`config.mk`:
```
export PLATFORM = sky130hd
export DESIGN_NAME = hazard_forward_unit
export DESIGN_NICKNAME = d
export VERILOG_FILES = /design/src/rtl/hazard_forward_unit.sv
export SDC_FILE = /design/constraint.sdc
export NUM_CORES = 1
export LEC_CHECK = 0
export CAP_MARGIN = 30
export CELL_PAD_IN_SITES_DETAIL_PLACEMENT = 1
export CELL_PAD_IN_SITES_GLOBAL_PLACEMENT = 1
export CORE_ASPECT_RATIO = 1.75
export CORE_MARGIN = 4
export CORE_UTILIZATION = 26
export DETAILED_ROUTE_END_ITERATION = 10
export PLACE_DENSITY = 0.78
export SYNTH_ARGS = -nofsm -noshare
export SYNTH_HDL_FRONTEND = slang
export SYNTH_SLANG_ARGS = --single-unit
```
`constraint.sdc`:
```
create_clock -name clk -period 2.14 [get_ports clk]
set_clock_uncertainty 0.2 [all_clocks]
set_input_delay 0.321 -clock clk [delete_from_list [all_inputs] [get_ports clk]]
set_output_delay 0.321 -clock clk [all_outputs]
set_load 0.03 [all_outputs]
```
`src/rtl/hazard_forward_unit.sv`:
```
// hazard_forward_unit
// Operand forward selects for EX and ID-branch compares, ID stall / EX bubble
// generation for load-use, branch-in-ID and multi-cycle multiply hazards, and a
// one-entry scoreboard for the in-flight multiply with its write-back pulse.
// Optional build macro: HAZ_STALL_CNT_EN builds a saturating stall-cycle counter
// on stallCount; without it stallCount is constant zero.
module hazard_forward_unit #(
    parameter int REG_AW  = 3,
    parameter int MUL_LAT = 3
) (
    input  logic              clk,
    input  logic              rst_n,
    input  logic [REG_AW-1:0] rs1ID,
    input  logic [REG_AW-1:0] rs2ID,
    input  logic              usesRs1ID,
    input  logic              usesRs2ID,
    input  logic              isBranchID,
    input  logic              isMulID,
    input  logic [REG_AW-1:0] rs1EX,
    input  logic [REG_AW-1:0] rs2EX,
    input  logic [REG_AW-1:0] rdEX,
    input  logic              RegWriteEX,
    input  logic              MemReadEX,
    input  logic              mulIssue,
    input  logic [REG_AW-1:0] rdMEM,
    input  logic              RegWriteMEM,
    input  logic              MemReadMEM,
    input  logic [REG_AW-1:0] rdWB,
    input  logic              RegWriteWB,
    output logic [1:0]        fwd1EX,
    output logic [1:0]        fwd2EX,
    output logic [1:0]        Bfwd1,
    output logic [1:0]        Bfwd2,
    output logic              stallID,
    output logic              flushEX,
    output logic              mulBusy,
    output logic [REG_AW-1:0] mulRd,
    output logic              mulWB,
    output logic [15:0]       stallCount
);

    localparam int                 CNT_W    = $clog2(MUL_LAT + 1);
    localparam logic [CNT_W-1:0]   CNT_INIT = CNT_W'(MUL_LAT - 1);
    localparam logic [CNT_W-1:0]   CNT_ONE  = CNT_W'(1);

    logic              r_mul_busy;
    logic [REG_AW-1:0] r_mul_rd;
    logic [CNT_W-1:0]  r_cnt;

    logic w_hit_ex;
    logic w_hit_mem;
    logic w_hit_mul;
    logic w_load_use;
    logic w_br_ex;
    logic w_br_mem_ld;
    logic w_mul_raw;
    logic w_mul_struct;
    logic w_stall;

    // Select: 0 = MEM result, 1 = WB result, 2 = register file; MEM is younger so it wins.
    function automatic logic [1:0] fwd_sel(
        input logic [REG_AW-1:0] rs,
        input logic [REG_AW-1:0] rd_mem,
        input logic              we_mem,
        input logic [REG_AW-1:0] rd_wb,
        input logic              we_wb
    );
        logic [1:0] sel;
        sel = 2'd2;
        if (rs != '0 && we_mem && rs == rd_mem)
            sel = 2'd0;
        else if (rs != '0 && we_wb && rs == rd_wb)
            sel = 2'd1;
        return sel;
    endfunction

    // A source only creates a hazard if it is really read and is not r0.
    function automatic logic src_match(
        input logic              uses,
        input logic [REG_AW-1:0] rs,
        input logic [REG_AW-1:0] x
    );
        return uses && (rs != '0) && (rs == x);
    endfunction

    // Forward selects for the EX operands and the ID branch comparator.
    always_comb begin
        fwd1EX = fwd_sel(rs1EX, rdMEM, RegWriteMEM, rdWB, RegWriteWB);
        fwd2EX = fwd_sel(rs2EX, rdMEM, RegWriteMEM, rdWB, RegWriteWB);
        Bfwd1  = fwd_sel(rs1ID, rdMEM, RegWriteMEM, rdWB, RegWriteWB);
        Bfwd2  = fwd_sel(rs2ID, rdMEM, RegWriteMEM, rdWB, RegWriteWB);
    end

    // Hazard detection: any ID source that cannot yet be supplied holds ID.
    always_comb begin
        w_hit_ex     = src_match(usesRs1ID, rs1ID, rdEX)     | src_match(usesRs2ID, rs2ID, rdEX);
        w_hit_mem    = src_match(usesRs1ID, rs1ID, rdMEM)    | src_match(usesRs2ID, rs2ID, rdMEM);
        w_hit_mul    = src_match(usesRs1ID, rs1ID, r_mul_rd) | src_match(usesRs2ID, rs2ID, r_mul_rd);
        w_load_use   = MemReadEX & RegWriteEX & w_hit_ex;
        w_br_ex      = isBranchID & RegWriteEX & w_hit_ex;
        w_br_mem_ld  = isBranchID & MemReadMEM & RegWriteMEM & w_hit_mem;
        w_mul_raw    = (r_mul_busy & w_hit_mul) | (mulIssue & w_hit_ex);
        w_mul_struct = isMulID & (r_mul_busy | mulIssue);
        w_stall      = w_load_use | w_br_ex | w_br_mem_ld | w_mul_raw | w_mul_struct;
    end

    assign stallID = w_stall;
    assign flushEX = w_stall;

    // Multiply scoreboard: a new issue always takes the entry; otherwise count down to the WB cycle.
    always_ff @(posedge clk or negedge rst_n) begin
        if (!rst_n) begin
            r_mul_busy <= 1'b0;
            r_mul_rd   <= '0;
            r_cnt      <= '0;
        end else if (mulIssue) begin
            r_mul_busy <= 1'b1;
            r_mul_rd   <= rdEX;
            r_cnt      <= CNT_INIT;
        end else if (r_mul_busy) begin
            if (r_cnt != '0)
                r_cnt <= r_cnt - CNT_ONE;
            else
                r_mul_busy <= 1'b0;
        end
    end

    assign mulBusy = r_mul_busy;
    assign mulRd   = r_mul_rd;
    // A same-cycle WB write to the same register is younger, so the multiply write yields.
    assign mulWB   = r_mul_busy && (r_cnt == '0) && (r_mul_rd != '0) &&
                     !(RegWriteWB && (rdWB == r_mul_rd));

`ifdef HAZ_STALL_CNT_EN
    logic [15:0] r_stall_cnt;

    // Saturating count of cycles spent stalled.
    always_ff @(posedge clk or negedge rst_n) begin
        if (!rst_n)
            r_stall_cnt <= 16'd0;
        else if (w_stall && r_stall_cnt != 16'hFFFF)
            r_stall_cnt <= r_stall_cnt + 16'd1;
    end

    assign stallCount = r_stall_cnt;
`else
    assign stallCount = 16'd0;
`endif

endmodule
```
==> impl_metrics.tcl <==
set metrics [dict create \
    period_share_pct 98.0 \
    portBuffers 47 \
    final_util_pct 48.1 \
    pre_cts_ws_ns -0.566 \
    multi_input_area_um2 928 \
    antenna_found_initial 0 \
    crit_fanout 4 \
    final_cell_mix "34 x buf_4, 16 x conb_1, 15 x dlygate4sd2_1, 13 x xor2_1, 11 x xnor2_1" \
    drive_gt1_share_pct 45.3 \
    register_area_um2 154 \
    maxCapViolCount 0 \
    syn_avg_cell_area_um2 8.16 \
    leakage_nw 0.871 \
    power_density_nw_per_um2 504 \
    fp.dieArea_um2 5240 \
    rr_startpoint "r_cnt[1]" \
    whs_ns 0.136 \
    stdcell_area_um2 1890 \
    rsz0062_at_grt "yes" \
    core_um2 3940 \
    place_area_um2 1680 \
    peakVddDrop_uv 278 \
    gr-total-overflow 0 \
    cts_buffers 3 \
    drcViolationCount 0 \
    synth_ff_type "dfrtp_1" \
    vias 1178 \
    ys_seq_elements 6 \
    synth.cell_area_um2 1070 \
    top_usage_layer "met2" \
    synth-edff-count 0 \
    hold_buffers 0 \
    cp-end-kind "output pin" \
    grt_max_degree 7 \
    yosys_warnings 0 \
    drt_iter0_drc 26 \
    worst_slack_ns 0.0418 \
    cts_sinks 6 \
    layout_commonest_cell "buf_4" \
    routed_via_density 4.69 \
    crit_arrival_ns 1.58 \
    htreeDepth 1 \
    clock-root-buffer "clkbuf_8" \
    wl_um 4290 \
    ff2ff_path_depth 5 \
    die_width_um 56.5 \
    grt_use_met2_pct 35.5 \
    r2r_slack_ns 0.65 \
    cts_tree "done" \
    start_util_pct 27.1 \
    clock_latency_ns 0.23 \
    async_flop_share_pct 100 \
    setup-violations-final 0 \
    hold_violations 0 \
    grt_pass1_wl_um 6410 \
    rows 30 \
    regToRegEndpoint "r_cnt[1]" \
    nets 238 \
    netlist_instances 131 \
    hp-class "input port to asynchronous set/reset pin" \
    grt_pass1_vias 1356 \
    dp_hpwl_um 3480 \
    outcome "finished, final reports clean" \
    clk_pin_slew_worst_paths_ns 0.04 \
    yosysSeqAreaShare_pct 14.1 \
    drt-wirelength-per-cell_um 17.1 \
    gr-usage-all-layers_pct 15.8 \
    ant_nets 0 \
    n_fill_cell 477 \
    dieHeight_um 92.8 \
    ioPinCount 64 \
    gr-usage-met3_pct 1.26 \
    globalplace.congestion 0.808 \
    firstDrtPassIters 4 \
    report.final.slew_viol_count 0 \
    path_class "input port to output pin" \
    syn2layout_area_growth_pct 77.3 \
    synth.distinct_cells 39 \
    max_freq_mhz 477 \
    use_met1_pct 12.4 \
    crit_required_ns 1.62 \
    yosys.area.top_type "xnor2_1" \
    critical_path.startpoint_type "input port" \
    clockBufferDepth 2 \
    period_needed_ns 2.10 \
    netlist_top_cells_area "xnor2_1 17%, dfrtp_1 14%, xor2_1 12%" \
    synth_top_cell_area_share_pct 17.2 \
    n_antenna_cell 0 \
]
-- per-layer routing --
layer  vias up  wire, um
met5         -         0
met4         0       119
met3         9       183
met2        50      2690
met1       563      1290
li1        556         -
-- metrics by stage --
stage / power [mW] / cells / setup TNS, ns
6_report: 0.955 / 251 / 0
5_1_grt: 1.01 / 251 / -0.0509
4_1_cts: 0.930 / 248 / 0
3_5_place_dp: 0.731 / 243 / -3.95
3_3_place_gp: 0.697 / 243 / -3.43
2_1_floorplan: 0.520 / 146 / -0.147
-- flip-flops by register name (all words and copies together), names as in the netlist --
| register | flops |
|---|---|
| mulBusy | 1 |
| mulRd | 3 |
| r_cnt | 2 |
-- critical path: stages --
cell,delay [ns]
clkdlybuf4s15_2,0.22
buf_4,0.17
xnor2_2,0.16
and4_4,0.24
a311oi_2,0.04
o211ai_1,0.22
buf_4,0.21
-- layout make-up --
cell class              count  area share (%)
multi-input cells         107            49.0
repair buffers             81            36.3
flip-flops and latches      6            8.12
well taps                  48            3.17
clock buffers               4            2.38
inverters                   5           0.991
-- logic make-up (layout without fill, tap and decap cells) --
family | Yosys count | in the layout | share of synthesized area (%)
XOR/XNOR | 36 | 36 | 29.5
AO/OA/AOI/OAI | 25 | 25 | 18.6
buffers and inverters | 33 | 90 | 19.3
adder cells (fa/ha/maj) | 1 | 1 | 1.17
AND/OR/NAND/NOR | 26 | 26 | 13.8
other | 1 | 16 | 0.351
multiplexers | 3 | 3 | 3.16
flip-flops | 6 | 6 | 14.1
-- Yosys cell counts, types with 2 or more instances --
cell type	n
xnor2_1	21
a21o_1	3
o21bai_1	2
dfrtp_1	6
buf_4	17
nor2_1	6
nor4_1	3
nand4_1	3
mux2_2	3
nand2b_1	3
o21a_1	2
xor2_1	15
o21ai_0	4
nor3_1	3
inv_1	5
buf_2	9
a21oi_1	3
a2111oi_2	2
-- how the worst max path moves through the flow --
stage,startpoint,to,slack [ns],cells after the start
6_report,rs2ID[1],flushEX,0.04,7
5_1_grt,rs2ID[1],stallID,-0.02,7
4_1_cts,rs2ID[0],flushEX,0.003,7
3_5_place_dp,rdWB[2],fwd2EX[1],-0.57,5
3_3_place_gp,rdWB[2],fwd2EX[1],-0.51,5
2_1_floorplan,mulRd[2],stallID,-0.15,5
-- repair_timing --
action                                  in CTS  in global routing
endpoints found under the hold margin        0                  0
gates resized for setup                     72                 26
endpoints found under the setup margin      11                  7
buffers inserted                             1                  3
pin swaps                                   13                 10
-- report_power, final --
part,switching [mW],total [mW],internal (mW)
logic,0.327,0.597,0.270
registers,0.0337,0.177,0.143
clock network,0.0531,0.182,0.129
No activity file was read; power rests on OpenSTA's default activity.
